**config.mk**
```make
export PLATFORM = sky130hd
export DESIGN_NAME = button_event_port
export DESIGN_NICKNAME = d
export VERILOG_FILES = /design/src/rtl/button_event_port.sv
export SDC_FILE = /design/constraint.sdc
export NUM_CORES = 1
export LEC_CHECK = 0
export BUFFER_PORTS_ARGS = -buffer_cell sky130_fd_sc_hd__buf_4
export CORE_UTILIZATION = 55
export DETAILED_ROUTE_END_ITERATION = 7
export PLACE_DENSITY = 0.78
export REMOVE_ABC_BUFFERS = 1
export SYNTH_ARGS = -nofsm -noshare
export SYNTH_HDL_FRONTEND = slang
export SYNTH_SLANG_ARGS = --single-unit
```
**constraint.sdc**
```tcl
create_clock -name clk -period 2.1 [get_ports clk]
set_input_delay 0.21 -clock clk [delete_from_list [all_inputs] [get_ports clk]]
set_output_delay 0.21 -clock clk [all_outputs]
set_load 0.01 [all_outputs]
```
**src/rtl/button_event_port.sv**
```systemverilog
// Front-panel button responder for the PicoBlaze input ports: synchronizes and debounces
// five buttons, latches press events into sticky flags and serves them with clear-on-read.
module button_event_port #(
    parameter int         DEBOUNCE_CYCLES = 1000000,
    parameter logic [7:0] EVENT_PORT      = 8'h0B,
    parameter logic [7:0] LEVEL_PORT      = 8'h0C
) (
    input  logic       clk,
    input  logic       reset,
    input  logic [4:0] btn_in,
    input  logic [7:0] port_id,
    input  logic       read_strobe,
    output logic [7:0] data_out,
    output logic [4:0] btn_level,
    output logic       event_pending
);

    localparam int               CNT_W   = (DEBOUNCE_CYCLES < 2) ? 1 : $clog2(DEBOUNCE_CYCLES);
    localparam logic [CNT_W-1:0] CNT_MAX = CNT_W'(DEBOUNCE_CYCLES - 1);

    logic [4:0]       r_sync1;
    logic [4:0]       r_sync2;
    logic [4:0]       r_level;
    logic [CNT_W-1:0] r_cnt [5];
    logic [4:0]       r_evt;
    logic             r_ovr;
    logic             r_pend;
    logic [7:0]       r_data;

    logic [4:0]       w_accept;
    logic [4:0]       w_press;
    logic             w_evt_read;
    logic [4:0]       w_clr_evt;
    logic             w_clr_ovr;
    logic [4:0]       w_evt_kept;
    logic [4:0]       w_evt_next;
    logic             w_ovr_hit;

    function automatic logic [7:0] read_mux(
        input logic [7:0] pid,
        input logic       ovr,
        input logic [4:0] evt,
        input logic [4:0] lvl
    );
        logic [7:0] v;
        v = 8'h00;
        if (pid == EVENT_PORT)
            v = {ovr, 2'b00, evt};
        else if (pid == LEVEL_PORT)
            v = {3'b000, lvl};
        return v;
    endfunction

    // Two-flop synchronizer followed by a per-button stability counter.
    always_ff @(posedge clk) begin
        if (reset) begin
            r_sync1 <= '0;
            r_sync2 <= '0;
            r_level <= '0;
            for (int i = 0; i < 5; i++)
                r_cnt[i] <= '0;
        end else begin
            r_sync1 <= btn_in;
            r_sync2 <= r_sync1;
            for (int i = 0; i < 5; i++) begin
                if (r_sync2[i] == r_level[i]) begin
                    r_cnt[i] <= '0;
                end else if (r_cnt[i] == CNT_MAX) begin
                    r_cnt[i]   <= '0;
                    r_level[i] <= r_sync2[i];
                end else begin
                    r_cnt[i] <= r_cnt[i] + CNT_W'(1);
                end
            end
        end
    end

    always_comb begin
        for (int i = 0; i < 5; i++)
            w_accept[i] = (r_sync2[i] != r_level[i]) && (r_cnt[i] == CNT_MAX);
    end

    // The clear mask is the registered snapshot the CPU is sampling, never the live flags.
    assign w_press    = w_accept & r_sync2;
    assign w_evt_read = read_strobe && (port_id == EVENT_PORT);
    assign w_clr_evt  = w_evt_read ? r_data[4:0] : 5'b00000;
    assign w_clr_ovr  = w_evt_read & r_data[7];
    assign w_evt_kept = r_evt & ~w_clr_evt;
    assign w_evt_next = w_evt_kept | w_press;
    assign w_ovr_hit  = |(w_press & w_evt_kept);

    always_ff @(posedge clk) begin
        if (reset) begin
            r_evt  <= '0;
            r_ovr  <= 1'b0;
            r_pend <= 1'b0;
            r_data <= '0;
        end else begin
            r_evt  <= w_evt_next;
            r_ovr  <= (r_ovr & ~w_clr_ovr) | w_ovr_hit;
            r_pend <= |w_evt_next;
            r_data <= read_mux(port_id, r_ovr, r_evt, r_level);
        end
    end

    assign data_out      = r_data;
    assign btn_level     = r_level;
    assign event_pending = r_pend;

endmodule

```
# Yosys cells after proc, flatten, opt, wreduce, memory -nomap -nowiden
# Memory sizes are Yosys's and may differ from the RTL's.
# Cells that the tools add are included.
[op_classes]
addsub = 5
eq_ne = 17
mux = 75
n_bitwise = 29
reduce_logical = 14
[op_table]
columns = ["op", "count"]
rows = [
  ["$mux W20", 15],
  ["$add A20 B1 Y20 const B", 5],
  ["$eq A20 B20 Y1 const B", 5],
  ["$mux W1", 57],
  ["$eq A8 B4 Y1 const B", 2],
  ["$or A1 B1 Y1", 16],
  ["$and A5 B5 Y5", 3],
  ["$mux W5", 2],
  ["$reduce_and A2 Y1", 5],
  ["$reduce_or A5 Y1", 2],
  ["$mux W8", 1],
  ["$logic_and A1 B1 Y1", 6],
  ["$not A1 Y1", 6],
  ["$eq A1 B1 Y1", 5],
  ["$ne A1 B1 Y1", 5],
  ["$not A5 Y5", 1],
  ["$or A5 B5 Y5", 1],
  ["$and A1 B1 Y1", 2],
  ["$reduce_or A2 Y1", 1],
]
[totals]
ff_bits = 30
ram_bits = 100
inputBits = 16
output_inout_bits = 14
word_cells = 153
mem_count = 1
[mem_list]
columns = ["memory", "words", "word_bits", "read_ports", "rd_ports_with_merged_regs", "write_ports", "line_no", "source"]
rows = [
  ["r_cnt", 5, 20, 5, 0, 5, "24", "logic [CNT_W-1:0] r_cnt [5];"],
]

# Longest topological paths before layout
[logic_depth]
depth_word = 8
ltp_mapped = 8
ltp_nobuf = 6

# Least setup slack after synthesis
# Ideal clock, no wire load.
[synth_timing]
kind = "flip-flop to flip-flop"
startpoint = "mem r_cnt[1][0] (netlist name)"
endpoint = "mem r_cnt[1][19] (netlist name) (data pin)"
setup_time_ns = 0.254
t_arrival_ns = 1.654
required_time_ns = 1.846
slack_ns = 0.191
path_stages_with_launch = 8
n_path_buf = 1
period_less_slack_ns = 1.909
path_cell_list = "edfxtp_1 -> ha_1 -> and3_1 -> nand3_1 -> nor4_2 -> or3_1 -> buf_4 -> nor2_1"
[synth_rtl]
columns = ["item", "line_no"]
rows = [
  ["start, declared", "24"],
]

==> out/metrics.yaml <==
yosysWarningCount: 0
pwr-share-comb_pct: 3.9
grt_pass1_wl_um: 20300
design_area_um2: 7920
path_depth: 5
timing.setup.critical_path_class: "reg -> reg"
grt.total_usage_pct: 20.8
crit_fanout: 20
place.gp.congestion: 0.817
dp_hpwl_um: 8380
pwr_density_cell_nw_per_um2: 756
tns_ns: 0
rrSetupSlack_ns: 0.11
worst-path-buf-inv: 1
cap_viol_max_count: 0
grt_overflow: 0
ff_latch_area_um2: 3560
period_share_pct: 94.9
start_util_pct: 56.5
coreArea_um2: 11500
finClkSkew_ns: 0.0117
async_reset_ff_share_pct: 0
r2r_cells: 5
numCtsBuffers: 17
cts_tree: "yes"
post-route-util_pct: 69.1
finalSetupViolations: 0
p_clk_share_pct: 47.3
yosysUniqueCellTypes: 49
synth_area_um2: 6470
die_area_um2: 12200
grt_max_degree: 30
drt_iter0_drc: 244
fillers: 813
swShare_pct: 20.2
fmax_ghz: 0.502
finalNetCount: 767
reg2reg_from: "r_cnt[1][11]"
io_pins: 30
antenna_found_initial: 0
rsz0062_at_grt: "no"
synth_flop_cell: "edfxtp_1"
diodes: 0
ys_seq_elements: 128
hold_depth: 2
period_minus_slack_ns: 1.99
slew_violations: 0
htree_levels: 4
antenna_left: 0
clock_sinks: 128
cts_buffer_depth: 2
wire_per_inst_um: 13.1
syn_area_per_cell_um2: 10.8
vias_per_cell: 5.08
finalHoldViolCount: 0
dpl-instance-area_um2: 7270
drive_above_1_share_pct: 12.1
synthTopCellsByArea: "edfxtp_1, dfxtp_1, nor2_1"
clkLatencyLatePin_ns: 0.41
num_vias: 4586
dieWidth_um: 111
drc: 0
synth-edff-count: 100
yosysTopAreaCellShare_pct: 46.4
first_pass_iters: 4
vdd_drop_max_uv: 609
die_h_um: 111
endpoint_kind: "flop"
cts_root_buf: "clkbuf_16"
worstMarginPinSlew_ns: 0.527
worstPathRequired_ns: 2.25
grt_pass1_vias: 4647
power_frac_seq_pct: 48.9
hp-start: "btn_in[1]"
arrival_ns: 2.14
yosysMostFrequentCell: "nor2_1"
syn_inst: 601
path_delay_family: "simple AND/OR/NAND/NOR gates"
power_leakage_nw: 2.87
max_slew_margin_pct: 64.8
yosysTopAreaCell: "edfxtp_1"
switchingPower_mw: 1.21
multi_input_area_um2: 3180
ys_seq_area_share_pct: 55.0
power.internal_mw: 4.78
hold_path.class: "in -> reg"
io_buffers: 27
cts.reportedPaths.clkPinSlew_ns: 0.06
crit_slowest_cell: "or4b_4"
cp-startpoint: "r_cnt[1][11]"
routed_wl_um: 11800
crit_chain: "or4b_4 -> nor4_4 -> or3_4 -> buf_12 -> a21oi_1"
syn_to_final_growth_pct: 22.4
setup.worst_path.start_class: "flop"
yosys-top-cells-count: "nor2_1, edfxtp_1, xnor2_1, xor2_1, nand3_1"
num_rows: 39
critPathMaxStageDelay_ns: 0.56
status: "complete, no violations"
holdWs_ns: 0.0361
-- area by class of cell --
class / count / share of cell area, %
flip-flops and latches: 128 / 45.0
multi-input cells: 544 / 40.2
clock buffers: 29 / 7.25
repair buffers: 43 / 4.58
well taps: 143 / 2.26
inverters: 12 / 0.569
clock inverters: 3 / 0.190
-- final timing paths --
path | end
worst max-delay path | r_cnt[1][8]
worst min-delay path | r_sync1[1]
worst max register to register | r_cnt[1][8]
worst min register to register | r_sync2[2]
-- metal layers --
| layer | GRT usage (%) | share of wire (%) | routed length [µm] |
|---|---|---|---|
| met3 | 4.72 | 2.5 | 295 |
| met5 | 0 | 0 | 0 |
| met4 | 10.2 | 1.6 | 191 |
| met2 | 36.0 | 51 | 6060 |
| met1 | 24.3 | 45 | 5290 |
-- registers in the layout, summed over array words and instances (netlist names) --
register / flops
r_evt: 5
event_pending: 1
btn_level: 5
r_sync1: 5
r_sync2: 5
r_ovr: 1
data_out: 6
r_cnt: 100
-- kinds of logic (layout without fill, tap and decap cells) --
group | after synthesis | in the layout | share of synthesized area [%]
other | 2 | 102 | 0.116
multiplexers | 3 | 3 | 0.464
flip-flops | 128 | 128 | 55.0
XOR/XNOR | 93 | 93 | 12.6
buffers and inverters | 29 | 87 | 2.24
adder cells (fa/ha/maj) | 5 | 5 | 0.966
AND/OR/NAND/NOR | 313 | 313 | 25.3
AO/OA/AOI/OAI | 28 | 28 | 3.30
-- power groups by stage --
stage	clock (mW)	sequential, mW	combinational [mW]
after floorplan	0	2.94	0.154
after global placement	0	2.96	0.210
after detailed placement	0	2.97	0.215
after CTS	2.87	2.92	0.220
after global routing	2.99	2.94	0.262
final	2.83	2.93	0.231
-- repair_timing --
item,4_1_cts,5_1_grt
buffers inserted,0,2
endpoints found under the setup margin,0,42
hold buffers,1,0
hold endpoints to repair,1,0
gates resized for setup,0,7
-- stage by stage --
step / worst slack, ns / power, mW / instances
3_5_place_dp: 0.114 / 3.19 / 867
6_report: 0.107 / 5.99 / 902
3_3_place_gp: 0.151 / 3.17 / 867
4_1_cts: 0.0432 / 6.02 / 900
5_1_grt: 0.0112 / 6.19 / 902
2_1_floorplan: 0.00183 / 3.10 / 684
-- layout by cell type (no fill, tap or decap), types with 4 or more instances in the layout --
cell / netlist / routed
nor2_1: 123 / 123
conb_1: 2 / 102
edfxtp_1: 100 / 100
xnor2_1: 52 / 52
xor2_1: 41 / 41
buf_4: 6 / 39
nand3_1: 38 / 37
nand2_1: 34 / 34
dfxtp_1: 28 / 28
clkbuf_16: 0 / 20
nand4_1: 19 / 19
nor2b_1: 15 / 15
and3_1: 13 / 13
inv_1: 12 / 12
nor3_1: 12 / 12
and4_1: 10 / 10
nor4b_1: 10 / 8
a21oi_1: 7 / 7
nor4_1: 6 / 6
or3_1: 7 / 6
a22o_1: 5 / 5
ha_1: 5 / 5
clkbuf_1: 5 / 5
a21boi_0: 4 / 4
nor3_2: 4 / 4
clkbuf_8: 0 / 4
No activity file was read; power rests on OpenSTA's default activity.
